<file path="config.mk">
export PLATFORM = sky130hd
export DESIGN_NAME = vita49_unpack_seq
export DESIGN_NICKNAME = d
export VERILOG_FILES = /design/src/rtl/vita49_unpack_seq.sv
export SDC_FILE = /design/constraint.sdc
export NUM_CORES = 1
export LEC_CHECK = 0
export ABC_AREA = 1
export BUFFER_PORTS_ARGS = -buffer_cell sky130_fd_sc_hd__buf_2
export CORE_ASPECT_RATIO = 1.25
export CORE_MARGIN = 1
export CORE_UTILIZATION = 47
export CTS_CLUSTER_SIZE = 16
export DETAILED_ROUTE_END_ITERATION = 7
export PLACE_DENSITY = 0.78
export REMOVE_ABC_BUFFERS = 1
export SETUP_SLACK_MARGIN = 0.5
export SLEW_MARGIN = 20
export SYNTH_ARGS = -nofsm -noshare
export SYNTH_HDL_FRONTEND = slang
export SYNTH_SLANG_ARGS = --single-unit
export TNS_END_PERCENT = 5
</file>
<file path="constraint.sdc">
create_clock -name AXIS_ACLK -period 2.1 [get_ports AXIS_ACLK]
set_clock_uncertainty 0.1 [all_clocks]
set_input_delay 0.105 -clock AXIS_ACLK [delete_from_list [all_inputs] [get_ports AXIS_ACLK]]
set_output_delay 0.105 -clock AXIS_ACLK [all_outputs]
set_load 0.03 [all_outputs]
</file>
<file path="src/rtl/vita49_unpack_seq.sv">
// vita49_unpack_seq: run sequencer for the VITA-49 unpacker.
// Drives reset/start, latches error flags, runs a watchdog, auto re-arms, and pulses irq.
module vita49_unpack_seq #(
  parameter int RST_PULSE_CYCLES = 4
) (
  input  logic        AXIS_ACLK,
  input  logic        AXIS_ARESETN,
  input  logic [31:0] sw_ctrl,
  input  logic [31:0] sw_words,
  input  logic [15:0] sw_runs,
  input  logic [31:0] sw_timeout,
  input  logic [31:0] unp_status,
  input  logic        s_xfr_mon,
  output logic [31:0] unp_ctrl,
  output logic [31:0] unp_words,
  output logic [31:0] seq_status,
  output logic [15:0] run_cnt,
  output logic [15:0] err_cnt,
  output logic        irq
);
  typedef enum logic [3:0] {
    S_IDLE  = 4'd0,
    S_RESET = 4'd1,
    S_ARM   = 4'd2,
    S_RUN   = 4'd3,
    S_DONE  = 4'd4,
    S_ERR   = 4'd5,
    S_HALT  = 4'd6,
    S_ABORT = 4'd7
  } state_t;
  state_t state_q, state_d;
  logic        go_q;
  logic [31:0] words_q, words_d, wdog_q, wdog_d;
  logic [15:0] runs_q, runs_d, run_cnt_q, run_cnt_d, err_cnt_q, err_cnt_d;
  logic [10:0] err_q, err_d;
  logic [7:0]  pulse_q, pulse_d;
  logic        tmo_q, tmo_d, last_ok_q, last_ok_d, irq_q, irq_d;
  logic        go_ok, abort, rearm, halt_oe, pulse_end, wd_hit, more, busy, unused_bits;
  assign go_ok     = sw_ctrl[0] & ~go_q & ~sw_ctrl[2];
  assign abort     = sw_ctrl[1];
  assign rearm     = sw_ctrl[3];
  assign halt_oe   = sw_ctrl[4];
  assign pulse_end = pulse_q == 8'(RST_PULSE_CYCLES - 1);
  assign wd_hit    = (sw_timeout != 32'd0) && (wdog_q == sw_timeout);
  // runs_q == 0 means the sequence is unlimited
  assign more      = (runs_q == 16'd0) || (runs_q > 16'd1);
  assign busy      = (state_q == S_RESET) || (state_q == S_ARM) || (state_q == S_RUN) || (state_q == S_ABORT);
  assign unused_bits = &{1'b0, sw_ctrl[31:5], unp_status[31:12]};
  always_comb begin
    state_d   = state_q;
    words_d   = words_q;
    runs_d    = runs_q;
    run_cnt_d = run_cnt_q;
    err_cnt_d = err_cnt_q;
    err_d     = err_q;
    tmo_d     = tmo_q;
    last_ok_d = last_ok_q;
    irq_d     = 1'b0;
    case (state_q)
      S_IDLE: if (go_ok) begin
        words_d   = sw_words;
        runs_d    = sw_runs;
        run_cnt_d = '0;
        err_cnt_d = '0;
        err_d     = '0;
        tmo_d     = 1'b0;
        last_ok_d = 1'b0;
        state_d   = S_RESET;
      end
      S_RESET: state_d = abort ? S_ABORT : pulse_end ? S_ARM : S_RESET;
      S_ARM: if (abort) state_d = S_ABORT;
      else if (wd_hit) begin
        tmo_d   = 1'b1;
        err_d   = '0;
        state_d = S_ERR;
      end else if (unp_status[11:0] == 12'd0) state_d = S_RUN;
      S_RUN: if (abort) state_d = S_ABORT;
      else if (|unp_status[11:1]) begin
        err_d   = unp_status[11:1];
        tmo_d   = 1'b0;
        state_d = S_ERR;
      end else if (unp_status[0]) state_d = S_DONE;
      else if (wd_hit) begin
        tmo_d   = 1'b1;
        err_d   = '0;
        state_d = S_ERR;
      end
      S_DONE: if (abort) state_d = S_ABORT;
      else begin
        run_cnt_d = run_cnt_q + 16'd1;
        last_ok_d = 1'b1;
        if (rearm && more) begin
          runs_d  = (runs_q == 16'd0) ? runs_q : runs_q - 16'd1;
          state_d = S_RESET;
        end else begin
          irq_d   = 1'b1;
          state_d = S_IDLE;
        end
      end
      S_ERR: if (abort) state_d = S_ABORT;
      else begin
        err_cnt_d = err_cnt_q + 16'(err_cnt_q != 16'hFFFF);
        last_ok_d = 1'b0;
        irq_d     = 1'b1;
        state_d   = halt_oe ? S_HALT : rearm ? S_RESET : S_IDLE;
      end
      S_HALT:  state_d = abort ? S_IDLE : go_ok ? S_RESET : S_HALT;
      S_ABORT: state_d = pulse_end ? S_IDLE : S_ABORT;
      default: state_d = S_IDLE;
    endcase
  end
  // pulse counter restarts on every state change, so RESET and ABORT each hold for a full pulse
  assign pulse_d = ((state_d == state_q) && (state_q == S_RESET || state_q == S_ABORT)) ? pulse_q + 8'd1 : 8'd0;
  assign wdog_d  = ((state_d == S_ARM && state_q != S_ARM) || s_xfr_mon) ? 32'd0 :
                   ((state_q == S_ARM || state_q == S_RUN) && ~&wdog_q) ? wdog_q + 32'd1 : wdog_q;
  always_ff @(posedge AXIS_ACLK or negedge AXIS_ARESETN) begin
    if (!AXIS_ARESETN) begin
      state_q   <= S_IDLE;
      go_q      <= 1'b0;
      words_q   <= '0;
      runs_q    <= '0;
      run_cnt_q <= '0;
      err_cnt_q <= '0;
      err_q     <= '0;
      tmo_q     <= 1'b0;
      last_ok_q <= 1'b0;
      irq_q     <= 1'b0;
      pulse_q   <= '0;
      wdog_q    <= '0;
    end else begin
      state_q   <= state_d;
      go_q      <= sw_ctrl[0];
      words_q   <= words_d;
      runs_q    <= runs_d;
      run_cnt_q <= run_cnt_d;
      err_cnt_q <= err_cnt_d;
      err_q     <= err_d;
      tmo_q     <= tmo_d;
      last_ok_q <= last_ok_d;
      irq_q     <= irq_d;
      pulse_q   <= pulse_d;
      wdog_q    <= wdog_d;
    end
  end
  assign unp_ctrl   = {29'd0, sw_ctrl[2], (state_q == S_RESET) || (state_q == S_ABORT), (state_q == S_ARM) || (state_q == S_RUN)};
  assign unp_words  = words_q;
  assign seq_status = {13'd0, err_q, last_ok_q, state_q == S_HALT, tmo_q, busy, state_q};
  assign run_cnt    = run_cnt_q;
  assign err_cnt    = err_cnt_q;
  assign irq        = irq_q;
endmodule

</file>
; Yosys cells after proc, flatten, opt, wreduce, memory -nomap -nowiden
; Cells that the tools add are included.
; W data, S select, Z words.
[word_totals]
register_bits = 139
inputBits = 147
output_inout_bits = 129
word_cells = 126
[classes]
addsub = 5
n_lt_le_gt_ge = 1
eq_ne = 21
mux = 53
bitwise_logic = 4
reduce_logical = 30
[ops]
columns = cell, count
row1 = $mux W16, 7
row2 = $pmux W16 S2, 3
row3 = $mux W11, 6
row4 = $mux W32, 2
row5 = $pmux W11 S3, 1
row6 = $add A32 B1 Y32 const B, 1
row7 = $eq A32 B32 Y1, 1
row8 = $mux W4, 8
row9 = $pmux W4 S8, 1
row10 = $reduce_and A32 Y1, 1
row11 = $reduce_bool A32 Y1, 1
row12 = $mux W3, 7
row13 = $add A16 B1 Y16, 1
row14 = $add A16 B1 Y16 const B, 1
row15 = $eq A4 B3 Y1 const B, 4
row16 = $gt A16 B1 Y1 const B, 1
row17 = $logic_not A16 Y1, 1
row18 = $ne A16 B16 Y1 const B, 1
row19 = $sub A16 B1 Y16 const B, 1
row20 = $ne A2 B2 Y1 const B, 7
row21 = $mux W1, 13
row22 = $eq A4 B2 Y1 const B, 3
row23 = $logic_not A12 Y1, 1
row24 = $reduce_or A11 Y1, 1
row25 = other kinds (22), 40

; Longest topological paths before layout
; Gate-level depths: netlist of run 1.
[depth]
depth_word = 11
depth_mapped = 16
mapped_depth_nobuf = 15

; Worst setup path before layout of run 1
; OpenSTA, ideal clock, no wires.
[synth_path]
path_type = reg2reg
startpoint = register state_q[2]
endpoint = register wdog_q[1]
t_arrival_ns = 2.182
required_time_ns = 1.932
setup_slack_ns = -0.250
path_stages_with_launch = 10
n_path_buf = 1
path_cell_list = dfrtp_1 -> nand2_2 -> nor3_2 -> nand3_1 -> and2_1 -> a21boi_2 -> nand2_2 -> nand2_4 -> buf_12 -> nor2_4
[synth_via]
elab_cells_between_ends = 25
cone_classes = eq/ne (9) / mux (10) / reduce/logical (6)
[synth_rtl]
columns = element, line_no
row1 = from (decl), 31  ; state_t state_q, state_d;
row2 = from (signal assigned), 131  ; state_q <= state_d;
row3 = $eq A4 B3 Y1 *, n/a
row4 = via seq_status[6], 16  ; output logic [31:0] seq_status,
row5 = $pmux W4 S8 *, 59  ; case (state_q)
row6 = $eq A4 B2 Y1 *, 114  ; assign wdog_d = ((state_d == S_ARM && state_q != S_ARM) || s_xfr_mon) ? 32'd0 :
row7 = $logic_and A1 B1 Y1 *, 114
row8 = $logic_or A1 B1 Y1 *, 114
row9 = $mux W32 or $reduce_bool A2 Y1 (tied branches), n/a
row10 = to (signal assigned), 142  ; wdog_q <= wdog_d;
row11 = to (decl), 33  ; logic [31:0] words_q, words_d, wdog_q, wdog_d;
; The timed path passes the listed nets; every way through them passes the cells marked *.
; A chain may end at the register's enable or synchronous reset.

; Worst setup path in the final report of run 1
[layout_path]
startpoint = register runs_q[0]
endpoint = register wdog_q[16]
[layout_via]
elab_chain_cells = 10
elab_cells_between_ends = 12
cone_classes = order compare (1) / eq/ne (1) / mux (4) / reduce/logical (6)
[layout_rtl]
columns = element, line_no
row1 = from (decl), 34  ; logic [15:0] runs_q, runs_d, run_cnt_q, run_cnt_d, err_cnt_q, err_cnt_d;
row2 = from (signal assigned), 134  ; runs_q <= runs_d;
row3 = $gt A16 B1 Y1 or $logic_not A16 Y1 (tied branches), 46  ; assign more = (runs_q == 16'd0) || (runs_q > 16'd1);
row4 = $logic_or A1 B1 Y1 *, 46
row5 = $logic_and A1 B1 Y1 *, 92  ; if (rearm && more) begin
row6 = $mux W1 *, 92
row7 = $mux W3 *, 88  ; S_DONE: if (abort) state_d = S_ABORT;
row8 = $pmux W4 S8 *, 59
row9 = $eq A4 B2 Y1 *, 114
row10 = $logic_and A1 B1 Y1 *, 114
row11 = $logic_or A1 B1 Y1 *, 114
row12 = $mux W32 or $reduce_bool A2 Y1 (tied branches), n/a
; Mark *: on every way between the ends. The rest lies on a longest branch, timed or not.

==> out/qor.txt, run 1 <==
Status: finished with violations
Violated checks: negative setup slack
Width of the chip: 123 um
Largest net degree at the start of global routing: 52
Boundary Pins: 276
Starting utilization of the core area: 0.485
Number of warnings reported in the yosys synthesis log: 0
Iteration-0 DRC Markers: 598
Overall routed net length: 24900 um
Number of clock buffers inserted by TritonCTS: 17
Data required time of the critical path: 2.31 ns
Highest layer used for signal routing: met4
R2R setup slack: -0.1 ns
Top_reg_cell synth: sky130_fd_sc_hd__dfrtp_1
Overall track demand over capacity in global routing: 0.264
Global placement routability congestion: 0.899
Area of the core region: 0.0177 mm2
Final cycle utilization of the critical path: 1.05
Flip-flop and latch count after synthesis: 139
Metal2 WL: 12800 um
Worst min-delay path class: primary input to asynchronous set/reset pin
Mapped Avg Cell Area: 7.59 um2
Capture point of the worst reg-to-reg path: wdog_q[16]
CP Data Arrival Time: 2.41 ns
Net switching component of the power: 4.98 mW
Internal power contribution: 6.84 mW
Max Fanout on Critical Path: 7
1st-pass router iterations: 5
Number of antenna violations at the first check in global routing: 1
Final worst slack: -0.0971 ns
First-pass GRT wire length: 38900 um
Mux cell area share after synthesis: 0
Die Span Y: 153 um
Share of flip-flops with an asynchronous set or reset: 1.00
Share of power burned in combinational logic: 0.423
Cell row count: 54
Power density over cell area: 969 mW/mm2
Final HPWL DP: 17000 um
Synthesized-area fraction occupied by ao, oa, aoi and oai cells: 0.0712
Total power: 11.8 mW
Portion of total power attributed to the clock network: 0.258
Grt ovf: 0
Number of global-route vias before repair: 8613
Maximum clock path buffer count: 2
Wire length on met1: 9570 um
Reported leakage power: 6.16 nW
Adder-Cell Fraction of Synth Area: 0.0102
Fraction of final layout cells sized beyond drive strength 1: 0.335
VDD IR-drop max: 0.592 mV
Reg power frac: 0.318
Dominant combinational cell family by area after synthesis: simple AND/OR/NAND/NOR gates
Layout filler cell count: 1334
Type of destination of the critical path: register
Number of unique standard cell types used by synthesis: 45
Critical Path Sink: wdog_q[16]
Clock Latency Late Sink: 0.43 ns
Register clock-pin slew on the reported worst setup and hold paths: 0.06 ns
Maximum level of the CTS H-tree: 4
Final number of hold-violating endpoints: 0
Worst slack at placement: -0.0962 ns
Reg-to-reg critical path startpoint: runs_q[0]
Drt drc: 0
Synthesized-area fraction occupied by xor and xnor cells: 0.0510
Final setup viols: 33
Post-detailed-route via-to-cell ratio: 5.00
WS Path Type: register to register
Antenna-violating nets left: 0
Total die area: 0.0188 mm2
Total met3 wirelength after detailed routing: 1520 um
Sequential area share after synthesis: 0.405
Synthesized area: 0.00859 mm2
Maximum operating frequency: 455 MHz
Worst setup startpoint: runs_q[0]
Period minus WS final: 2.20 ns
Synth Area in Simple Gates: 0.340
Total number of clock tree sinks: 139
Unrepaired setup endpoints after global routing: yes
Vias: 8718
Net count of the finished layout: 1661
Max cap viols: 0
TritonCTS clock tree: done
Number of flops mapped to enable cells by yosys: 0
Switching share of power: 0.421
Worst reg2reg path depth: 17
Cell at the root of the clock tree: sky130_fd_sc_hd__clkbuf_16
Area Growth Syn to Fin: 41.9%
Category of the worst setup path launch point: register
Final-report max-slew violation count: 0
Average routed wire per standard cell: 14.3 um
Buffers on Ports: 186
Cells after synthesis: 1132
-- cell type report --
| cell class | count | area [um2] | share of cell area |
|---|---|---|---|
| clock buffers | 17 | 425 | 0.0349 |
| flip-flops and latches | 139 | 3480 | 0.286 |
| inverters | 144 | 546 | 0.0447 |
| multi-input cells | 822 | 4560 | 0.374 |
| repair buffers | 383 | 2730 | 0.224 |
| diodes | 1 | 2.50 | 0.000205 |
| well taps | 224 | 280 | 0.0230 |
| clock inverters | 15 | 169 | 0.0139 |
-- power by group through the flow --
stage	Sequential, mW	Combinational (mW)	Clock (mW)
finish	3.76	5.00	3.05
global placement	3.71	4.29	0
detailed placement	3.75	4.38	0
CTS	3.72	4.75	3.10
global route	3.85	5.43	3.22
floorplan	4.74	1.67	0
-- cell usage in the layout, fill, tap and decap left out, types with 17 or more instances in the layout --
cell type,netlist,final
sky130_fd_sc_hd__xor2_1,26,24
sky130_fd_sc_hd__nor2_2,8,18
sky130_fd_sc_hd__nor2_4,36,48
sky130_fd_sc_hd__nand3_1,62,57
sky130_fd_sc_hd__buf_4,47,122
sky130_fd_sc_hd__nor2_1,121,99
sky130_fd_sc_hd__nand4_1,23,23
sky130_fd_sc_hd__a21oi_1,28,24
sky130_fd_sc_hd__inv_1,135,124
sky130_fd_sc_hd__nor3_1,25,20
sky130_fd_sc_hd__dfrtp_1,139,135
sky130_fd_sc_hd__nand2_2,8,17
sky130_fd_sc_hd__nand2_1,303,290
sky130_fd_sc_hd__o21ai_0,56,51
sky130_fd_sc_hd__buf_2,4,181
sky130_fd_sc_hd__conb_1,1,43
sky130_fd_sc_hd__xnor2_1,24,22
sky130_fd_sc_hd__clkbuf_16,0,17
sky130_fd_sc_hd__inv_2,8,17
sky130_fd_sc_hd__dlygate4sd3_1,0,62
-- cell families after synthesis --
logic type      after synthesis
compound gates              110
xor+xnor                     50
fa+ha+maj                     7
buf+inv                     213
flops                       139
other cells                   1
simple gates                612
-- sequential cells by signal, indices dropped and copies added, names as in the netlist --
register / cells
runs_q: 16
err_q: 11
tmo_q: 1
wdog_q: 32
state_q: 4
pulse_q: 8
run_cnt: 16
go_q: 1
last_ok_q: 1
unp_words: 32
err_cnt: 16
irq: 1
-- through the flow --
step           cell area, um2  hold WS, ns  setup TNS [ns]  std cells  utilization
2_1_floorplan            8240       -0.291          -34.63       1105            -
3_3_place_gp            10300      -0.0206          -0.656       1624        0.584
3_5_place_dp            10300      -0.0223           -3.25       1624        0.584
4_1_cts                 11900      0.00333          -0.867       1728        0.670
5_1_grt                 12200        0.111           -9.56       1744        0.689
6_report                12200       0.0774           -1.73       1745        0.689
-- synth_stat cells (23+ instances only) --
library cell	count	share of area
sky130_fd_sc_hd__dfrtp_1	139	0.40
sky130_fd_sc_hd__nand3_1	62	0.036
sky130_fd_sc_hd__nand2_1	303	0.13
sky130_fd_sc_hd__buf_4	47	0.041
sky130_fd_sc_hd__inv_1	135	0.059
sky130_fd_sc_hd__nand4_1	23	0.017
sky130_fd_sc_hd__nor2_4	36	0.047
sky130_fd_sc_hd__xnor2_1	24	0.024
sky130_fd_sc_hd__a21oi_1	28	0.016
sky130_fd_sc_hd__xor2_1	26	0.027
sky130_fd_sc_hd__o21ai_0	56	0.033
sky130_fd_sc_hd__nor2_1	121	0.053
sky130_fd_sc_hd__nor3_1	25	0.015
-- metal layers --
metal  up-vias  track usage
li1       4242            -
met1      4050        0.294
met2       340        0.461
met3        86       0.0608
met4         0        0.138
met5         -            0
-- critical path, cell delays in order (launching register included) --
cell,delay (ns)
sky130_fd_sc_hd__dfrtp_1,0.36
sky130_fd_sc_hd__inv_2,0.06
sky130_fd_sc_hd__ha_4,0.15
sky130_fd_sc_hd__inv_2,0.05
sky130_fd_sc_hd__nor2_2,0.04
sky130_fd_sc_hd__nand2_1,0.09
sky130_fd_sc_hd__nand4_1,0.14
sky130_fd_sc_hd__nand2_1,0.11
sky130_fd_sc_hd__nor2_1,0.05
sky130_fd_sc_hd__buf_4,0.14
sky130_fd_sc_hd__nor2_4,0.13
sky130_fd_sc_hd__nand3_2,0.09
sky130_fd_sc_hd__nor2_2,0.10
sky130_fd_sc_hd__nand2_2,0.07
sky130_fd_sc_hd__nand2_4,0.11
sky130_fd_sc_hd__buf_4,0.13
sky130_fd_sc_hd__buf_12,0.14
sky130_fd_sc_hd__nor2_4,0.03
-- worst min-delay path by stage --
stage / from / to / cells after the start
2_1_floorplan: AXIS_ARESETN / err_cnt[0] / 0
3_3_place_gp: AXIS_ARESETN / err_cnt[11] / 1
3_5_place_dp: AXIS_ARESETN / err_cnt[11] / 1
4_1_cts: s_xfr_mon / wdog_q[30] / 5
5_1_grt: sw_ctrl[3] / irq / 5
6_report: AXIS_ARESETN / err_cnt[11] / 2
-- timing repair --
| action | in CTS | in global routing |
|---|---|---|
| hold endpoints to repair | 200 | 0 |
| buffers inserted | 9 | 16 |
| pin swaps | 32 | 39 |
| resized for setup | 70 | 54 |
| hold buffers | 62 | 0 |
| setup endpoints to repair | 137 | 141 |
| gates cloned | 1 | 0 |
Power figures use the tool's default switching activity.
==> inputs of run 2 (changes only) <==
--- a/config.mk
+++ b/config.mk
@@ -5,11 +5,10 @@
 export SDC_FILE = /design/constraint.sdc
 export NUM_CORES = 1
 export LEC_CHECK = 0
-export ABC_AREA = 1
 export BUFFER_PORTS_ARGS = -buffer_cell sky130_fd_sc_hd__buf_2
 export CORE_ASPECT_RATIO = 1.25
 export CORE_MARGIN = 1
-export CORE_UTILIZATION = 47
+export CORE_UTILIZATION = 46
 export CTS_CLUSTER_SIZE = 16
 export DETAILED_ROUTE_END_ITERATION = 7
 export PLACE_DENSITY = 0.78
==> run 2 against run 1 <==
Effect of this change:
- the run still ends with negative setup slack left
- register-to-register slack worse by 0.37 ns
- sequential power about the same
- hold slack worse by 0.022 ns
- cell area down 6.1%
- setup slack worse by 0.37 ns
- critical path type unchanged
- total power down 2.2%
- area after synthesis down 11%
- critical path depth down 9
- largest power group unchanged
==> out/qor.txt, run 2 <==
Leading post-synthesis cells by cell area: sky130_fd_sc_hd__dfrtp_1, sky130_fd_sc_hd__nand2_1, sky130_fd_sc_hd__xnor2_1 (was sky130_fd_sc_hd__dfrtp_1, sky130_fd_sc_hd__nand2_1, sky130_fd_sc_hd__inv_1)
Cell at the root of the clock tree: sky130_fd_sc_hd__clkbuf_16 (unchanged)
Maximum operating frequency: 390 MHz (was 455 MHz)
Register clock-pin slew on the reported worst setup and hold paths: 0.06 ns (about the same)
Reported leakage power: 5.61 nW (was 6.16 nW)
Number of antenna violations at the first check in global routing: 0 (was 1)
Highest layer used for signal routing: met4 (unchanged)
Final HPWL DP: 15300 um (was 17000 um)
Boundary Pins: 276 (unchanged)
Iteration-0 DRC Markers: 665 (was 598)
Average routed wire per standard cell: 15.9 um (was 14.3 um)
Area Growth Syn to Fin: 49.3% (was 41.9%)
Number of unique standard cell types used by synthesis: 64 (was 45)
Overall track demand over capacity in global routing: 0.269 (was 0.264)
Layout Cells excl Fill: 1468 (was 1745)
Total met3 wirelength after detailed routing: 1170 um (was 1520 um)
Final cycle utilization of the critical path: 1.22 (was 1.05)
Final number of hold-violating endpoints: 0 (unchanged)
Sequential area share after synthesis: 0.454 (was 0.405)
Vias: 7833 (was 8718)
Width of the chip: 117 um (was 123 um)
Status: finished with violations (unchanged)
Post-detailed-route via-to-cell ratio: 5.34 (was 5.00)
Starting utilization of the core area: 0.471 (was 0.485)
Final worst slack: -0.463 ns (was -0.0971 ns)
Number of clock buffers inserted by TritonCTS: 17 (unchanged)
Top_reg_cell synth: sky130_fd_sc_hd__dfrtp_1 (unchanged)
R2R setup slack: -0.46 ns (was -0.1 ns)
Transition time at the pin with the least slew margin: 0.524 ns
WS Path Type: register to register (unchanged)
Metal2 WL: 12400 um (was 12800 um)
Antenna-violating nets left: 0 (unchanged)
Max Fanout on Critical Path: 18 (was 7)
Layout Utilization: 0.704 (was 0.689)
Headroom to the max-slew limit: 0.647
First-pass GRT wire length: 37200 um (was 38900 um)
Number of flops mapped to enable cells by yosys: 0 (unchanged)
Total number of clock tree sinks: 139 (unchanged)
VDD IR-drop max: 0.538 mV (was 0.592 mV)
Reg power frac: 0.323 (was 0.318)
Top-area cell type share of the netlist area: 0.454 (was 0.405)
Net count of the finished layout: 1393 (was 1661)
Die Span Y: 146 um (was 153 um)
Cell Chain, Critical Path: or4_1 -> nor2_1 -> nand3_1 -> o21a_1 -> nor4b_4 -> a31o_4 -> buf_12 -> nor2_1 (was inv_2 -> ha_4 -> inv_2 -> nor2_2 -> nand2_1 -> nand4_1 -> nand2_1 -> nor2_1 -> buf_4 -> nor2_4 -> nand3_2 -> nor2_2 -> nand2_2 -> nand2_4 -> buf_4 -> buf_12 -> nor2_4)
Largest net degree at the start of global routing: 61 (was 52)
Data required time of the critical path: 2.31 ns (about the same)
Cell type with the largest total area after synthesis: sky130_fd_sc_hd__dfrtp_1 (unchanged)
Category of the worst setup path launch point: register (unchanged)
Post-synth top cells: sky130_fd_sc_hd__dfrtp_1, sky130_fd_sc_hd__nand2_1, sky130_fd_sc_hd__nor2_1 (was sky130_fd_sc_hd__nand2_1, sky130_fd_sc_hd__dfrtp_1, sky130_fd_sc_hd__inv_1)
TritonCTS clock tree: done (unchanged)
Drt drc: 0 (unchanged)
Most common library cell in the layout ignoring fill and taps: sky130_fd_sc_hd__buf_2 (was sky130_fd_sc_hd__nand2_1)
Unrepaired setup endpoints after global routing: yes (unchanged)
Worst slack at placement: -0.430 ns (was -0.0962 ns)
Worst min-delay path class: primary input to asynchronous set/reset pin (unchanged)
Max cap viols: 0 (unchanged)
Most used cells in the layout excluding fill and tap cells: sky130_fd_sc_hd__buf_2, sky130_fd_sc_hd__buf_4, sky130_fd_sc_hd__dfrtp_1 (was sky130_fd_sc_hd__nand2_1, sky130_fd_sc_hd__buf_2, sky130_fd_sc_hd__dfrtp_1)
Overall routed net length: 23400 um (was 24900 um)
Area of the core region: 0.0163 mm2 (was 0.0177 mm2)
Maximum clock path buffer count: 2 (unchanged)
Mapped Avg Cell Area: 8.96 um2 (was 7.59 um2)
Cells after synthesis: 856 (was 1132)
Violated checks: negative setup slack (unchanged)
Type of destination of the critical path: register (unchanged)
CP Data Arrival Time: 2.77 ns (was 2.41 ns)
Final-report max-slew violation count: 0 (unchanged)
Most common cell type on the critical path: sky130_fd_sc_hd__nor2_1
Total power: 11.6 mW (was 11.8 mW)
Setup_tns: -18.88 ns (was -1.73 ns)
Total die area: 0.0172 mm2 (was 0.0188 mm2)
Cell row count: 52 (was 54)
Share of flip-flops with an asynchronous set or reset: 1.00 (unchanged)
Flip-flop and latch count after synthesis: 139 (unchanged)
Maximum level of the CTS H-tree: 4 (unchanged)
Number of instances in the placed design: 1372 (was 1624)
Final setup viols: 83 (was 33)
Global placement routability congestion: 0.872 (was 0.899)
1st-pass router iterations: 5 (unchanged)
Number of warnings reported in the yosys synthesis log: 0 (unchanged)
Period minus WS final: 2.56 ns (was 2.20 ns)
Wire length on met1: 8900 um (was 9570 um)
Synthesized area: 0.00767 mm2 (was 0.00859 mm2)
Number of antenna repair diodes: 0 (was 1)
Power density over cell area: 1010 mW/mm2 (was 969 mW/mm2)
Portion of total power attributed to the clock network: 0.279 (was 0.258)
Buffers on Ports: 186 (unchanged)
Clock Latency Late Sink: 0.42 ns (was 0.43 ns)
Grt ovf: 0 (unchanged)
Layout filler cell count: 1139 (was 1334)
Number of global-route vias before repair: 7739 (was 8613)
Share of power burned in combinational logic: 0.397 (was 0.423)
Max incr delay on CP: 0.56 ns (was 0.36 ns)
Worst path slowest cell: sky130_fd_sc_hd__or4_1 (was sky130_fd_sc_hd__dfrtp_1)
Fraction of final layout cells sized beyond drive strength 1: 0.369 (was 0.335)
Internal power contribution: 7.11 mW (was 6.84 mW)
Net switching component of the power: 4.46 mW (was 4.98 mW)
Switching share of power: 0.385 (was 0.421)
==> run 2: cell types whose count changed after synthesis, sizes merged, moves of 12 or more <==
| cell | change |
|---|---|
| inv | -129 |
| xor2 | +17 |
| xnor2 | +20 |
| o21ai | -21 |
| nor4 | +19 |
| nand3 | -32 |
| nor3 | -13 |
| nand2 | -177 |
| clkbuf | +18 |
| a22o | +12 |
| and3 | +18 |
| nor2 | -56 |
==> run 2: logic make-up (layout without fill, tap and decap cells) <==
kind of cell | count (synthesis) | in the layout | synth area share
AO/OA/AOI/OAI | 110 | 110 | 0.0960
XOR/XNOR | 87 | 87 | 0.0994
adder cells (fa/ha/maj) | 8 | 8 | 0.0127
buffers and inverters | 96 | 450 | 0.0726
flip-flops | 139 | 139 | 0.454
multiplexers | 1 | 1 | 0.00131
other | 1 | 43 | 0.000489
AND/OR/NAND/NOR | 414 | 414 | 0.264
==> run 2: worst paths after layout <==
check | start | end | cells past startpoint
worst max-delay path | runs_q[12] | wdog_q[14] | 8
worst min-delay path | AXIS_ARESETN | err_q[4] | 2
worst max register to register | runs_q[12] | wdog_q[14] | 8
worst min register to register | unp_words[3] | unp_words[3] | 2
max in group asynchronous | AXIS_ARESETN | unp_words[7] | 3
min in group AXIS_ACLK | s_xfr_mon | wdog_q[27] | 4
==> run 2: what timing repair did <==
action,4_1_cts,5_1_grt
cloned,0,0
pin swaps,22,21
buffers inserted,2,0
endpoints found under the setup margin,141,141
hold endpoints to repair,199,1
hold buffers,61,1
resized for setup,39,64
==> run 2: worst max-delay path, delay by kind of cell (launching register included) <==
family                 cells  cell delay [ns]
and+or+nand+nor            5             1.36
AOI/OAI and AO/OA          2             0.45
DFF                        1             0.37
buffers and inverters      1             0.16
==> run 2: final cells by class <==
class | count | area (um2) | share of cell area
Clock buffer | 17 | 425 | 0.0372
Inverter | 14 | 56.3 | 0.00492
Multi-Input combinational cell | 663 | 4150 | 0.362
Clock inverter | 15 | 213 | 0.0186
Tap cell | 216 | 270 | 0.0236
Sequential cell | 139 | 3480 | 0.304
Timing Repair Buffer | 404 | 2850 | 0.249
==> run 2: power groups by stage <==
| stage | logic [mW] | clock network (mW) | registers, mW |
|---|---|---|---|
| floorplan | 1.29 | 0 | 4.77 |
| global placement | 3.98 | 0 | 3.70 |
| detailed placement | 4.06 | 0 | 3.73 |
| CTS | 4.31 | 3.29 | 3.70 |
| global route | 4.90 | 3.40 | 3.80 |
| finish | 4.59 | 3.23 | 3.74 |
==> run 2: per-stage QoR <==
stage          hold WS [ns]  cell area [um2]
3_5_place_dp        -0.0743             9750
4_1_cts            0.000188            11200
6_report             0.0552            11400
3_3_place_gp        -0.0816             9750
2_1_floorplan        -0.291             7320
5_1_grt              0.0512            11400
==> run 2: layer usage <==
metal | up-vias | GRT usage
li1 | 3630 | -
met1 | 3782 | 0.304
met2 | 344 | 0.489
met3 | 77 | 0.0438
met4 | 0 | 0.137
met5 | - | 0
==> inputs of run 3 (changes only) <==
--- a/config.mk
+++ b/config.mk
@@ -8,10 +8,12 @@
 export BUFFER_PORTS_ARGS = -buffer_cell sky130_fd_sc_hd__buf_2
 export CORE_ASPECT_RATIO = 1.25
 export CORE_MARGIN = 1
-export CORE_UTILIZATION = 46
+export CORE_UTILIZATION = 47
+export CTS_BUF_LIST = sky130_fd_sc_hd__clkbuf_8
 export CTS_CLUSTER_SIZE = 16
 export DETAILED_ROUTE_END_ITERATION = 7
-export PLACE_DENSITY = 0.78
+export GPL_TIMING_DRIVEN = 0
+export PLACE_DENSITY = 0.79
 export REMOVE_ABC_BUFFERS = 1
 export SETUP_SLACK_MARGIN = 0.5
 export SLEW_MARGIN = 20
==> run 3 against run 2 <==
Effect of this change:
- the run still ends with negative setup slack left
- setup slack worse by 0.13 ns
- via count is 0.66% lower
- first-iteration DRC count is 18% higher
- total power is 10% lower
- clock power is 39% lower
- largest power group unchanged
- critical path type unchanged
- combinational power is 4% lower
- flip-flop and latch count stayed put
==> out/qor.txt, run 3 (synthesis gave the netlist of run 2 again) <==
Status: finished with violations (unchanged)
Violated checks: negative setup slack (unchanged)
Reg power frac: 0.385 (was 0.323)
Max cap viols: 0 (unchanged)
R2R setup slack: -0.59 ns (was -0.46 ns)
Final number of hold-violating endpoints: 0 (unchanged)
Internal power contribution: 5.80 mW (was 7.11 mW)
Worst setup startpoint: runs_q[8] (was runs_q[12])
Iteration-0 DRC Markers: 787 (was 665)
Period minus WS final: 2.69 ns (was 2.56 ns)
Maximum operating frequency: 371 MHz (was 390 MHz)
Register clock-pin slew on the reported worst setup and hold paths: 0.08 ns (was 0.06 ns)
First-pass GRT wire length: 37600 um (was 37200 um)
Critical Path Sink: wdog_q[1] (was wdog_q[14])
Capture point of the worst reg-to-reg path: wdog_q[1] (was wdog_q[14])
Headroom to the max-slew limit: 0.377 (was 0.647)
Reported leakage power: 5.02 nW (was 5.61 nW)
Total die area: 0.0168 mm2 (was 0.0172 mm2)
VDD IR-drop max: 0.448 mV (was 0.538 mV)
Starting utilization of the core area: 0.486 (was 0.471)
Width of the chip: 116 um (was 117 um)
Final setup viols: 92 (was 83)
Most used cells in the layout excluding fill and tap cells: sky130_fd_sc_hd__buf_2, sky130_fd_sc_hd__dfrtp_1, sky130_fd_sc_hd__nand2_1 (was sky130_fd_sc_hd__buf_2, sky130_fd_sc_hd__buf_4, sky130_fd_sc_hd__dfrtp_1)
Net count of the finished layout: 1293 (was 1393)
Type of destination of the critical path: register (unchanged)
Portion of total power attributed to the clock network: 0.190 (was 0.279)
Antenna-violating nets left: 0 (unchanged)
Area of the core region: 0.0158 mm2 (was 0.0163 mm2)
Number of antenna violations at the first check in global routing: 0 (unchanged)
Transition time at the pin with the least slew margin: 0.921 ns (was 0.524 ns)
Clock Latency Late Sink: 0.46 ns (was 0.42 ns)
Unrepaired setup endpoints after global routing: yes (unchanged)
Total number of clock tree sinks: 139 (unchanged)
WS Path Type: register to register (unchanged)
Fraction of final layout cells sized beyond drive strength 1: 0.326 (was 0.369)
Maximum level of the CTS H-tree: 4 (unchanged)
Final cycle utilization of the critical path: 1.28 (was 1.22)
Maximum clock path buffer count: 2 (unchanged)
Final-report max-slew violation count: 0 (unchanged)
Post-detailed-route via-to-cell ratio: 5.70 (was 5.34)
Number of clock buffers inserted by TritonCTS: 17 (unchanged)
TritonCTS clock tree: done (unchanged)
CP Data Arrival Time: 2.94 ns (was 2.77 ns)
Data required time of the critical path: 2.35 ns (was 2.31 ns)
Max Fanout on Critical Path: 6 (was 18)
Cell at the root of the clock tree: sky130_fd_sc_hd__clkbuf_8 (was sky130_fd_sc_hd__clkbuf_16)
Buffers on Ports: 186 (unchanged)
Most common library cell in the layout ignoring fill and taps: sky130_fd_sc_hd__buf_2 (unchanged)
Boundary Pins: 276 (unchanged)
Hold WS: 0.0770 ns (was 0.0552 ns)
Die Span Y: 145 um (was 146 um)
Overall track demand over capacity in global routing: 0.292 (was 0.269)
Largest net degree at the start of global routing: 76 (was 61)
Total power: 10.4 mW (was 11.6 mW)
Worst min-delay path class: primary input to asynchronous set/reset pin (unchanged)
Area Growth Syn to Fin: 38.8% (was 49.3%)
Number of global-route vias before repair: 7573 (was 7739)
Switching share of power: 0.441 (was 0.385)
Global placement routability congestion: 0.956 (was 0.872)
Worst reg2reg path depth: 9 (was 8)
Power density over cell area: 975 mW/mm2 (was 1010 mW/mm2)
Drt drc: 0 (unchanged)
Share of power burned in combinational logic: 0.425 (was 0.397)
Final worst slack: -0.593 ns (was -0.463 ns)
Number of antenna repair diodes: 0 (unchanged)
Cell row count: 51 (was 52)
Reg-to-reg critical path startpoint: runs_q[8] (was runs_q[12])
Net switching component of the power: 4.57 mW (was 4.46 mW)
Grt ovf: 0 (unchanged)
Vias: 7781 (was 7833)
Overall routed net length: 24700 um (was 23400 um)
Final HPWL DP: 13400 um (was 15300 um)
Category of the worst setup path launch point: register (unchanged)
1st-pass router iterations: 5 (unchanged)
Average routed wire per standard cell: 18.1 um (was 15.9 um)
==> run 3: cell count changes in the layout (fill, tap and decap cells not counted), sizes merged, moves of 3 or more <==
cell / delta
buf: -111
bufinv: -4
clkbuf: +3
clkinv: +3
==> run 3: worst max-delay path: stages (launching register included) <==
cell and delay (ns):
sky130_fd_sc_hd__dfrtp_1 0.41, sky130_fd_sc_hd__or3_4 0.42, sky130_fd_sc_hd__nor4bb_4 0.38, sky130_fd_sc_hd__nand3_1 0.13, sky130_fd_sc_hd__o21a_1 0.22, sky130_fd_sc_hd__nor4b_4 0.30, sky130_fd_sc_hd__buf_4 0.21, sky130_fd_sc_hd__a31o_4 0.22
sky130_fd_sc_hd__buf_12 0.14, sky130_fd_sc_hd__a21oi_2 0.04
==> run 3: layer usage <==
layer  GRT usage  share of wire  routed length (um)  vias to the layer above
met3      0.0766          0.078                1920                      135
met1       0.321           0.36                8880                     3714
met2       0.499           0.51               12500                      483
met5           0              0                   0                        -
li1            -              -                   -                     3449
met4       0.186          0.057                1390                        0
==> run 3: cell type report <==
cell class                      instances  area, um2
Multi-Input combinational cell        670       4360
Clock inverter                         14        100
Sequential cell                       139       3500
Timing Repair Buffer                  297       2120
Fill cell                            1143       5120
Clock buffer                           18        248
Inverter                               14       55.1
Tap cell                              212        265
==> run 3: repair_timing <==
action	in CTS	in global routing
hold buffers	64	0
cloned	9	0
buffers inserted	41	2
endpoints found under the setup margin	145	143
hold endpoints to repair	209	0
gates resized for setup	112	46
pin swaps	48	18
==> run 3: power groups by stage <==
stage	logic, mW	registers (mW)	clock network (mW)
final	4.42	3.99	1.97
after global routing	4.72	4.07	2.12
after CTS	4.09	3.90	2.00
after detailed placement	3.24	3.91	0
after global placement	3.17	3.87	0
after floorplan	1.29	4.77	0
==> run 3: worst min-delay path by stage <==
stage,startpoint,end,slack [ns],cells after the start
5_1_grt,AXIS_ARESETN,runs_q[1],0.11,2
3_5_place_dp,AXIS_ARESETN,runs_q[9],-0.02,1
2_1_floorplan,AXIS_ARESETN,err_cnt[0],-0.29,0
3_3_place_gp,sw_ctrl[0],go_q,0.13,1
4_1_cts,unp_status[0],state_q[1],0.02,4
6_report,AXIS_ARESETN,runs_q[0],0.08,2
==> run 3: stage by stage <==
stage / setup slack (ns) / util / setup TNS, ns / instances / cell area (um2)
floorplan: -1.19 / - / -88.93 / 816 / 7320
global placement: -1.98 / 0.540 / -302.75 / 1214 / 8520
detailed placement: -1.44 / 0.544 / -78.53 / 1216 / 8580
CTS: -0.418 / 0.664 / -17.86 / 1362 / 10500
global route: -0.745 / 0.675 / -35.94 / 1364 / 10600
finish: -0.593 / 0.675 / -28.46 / 1364 / 10600
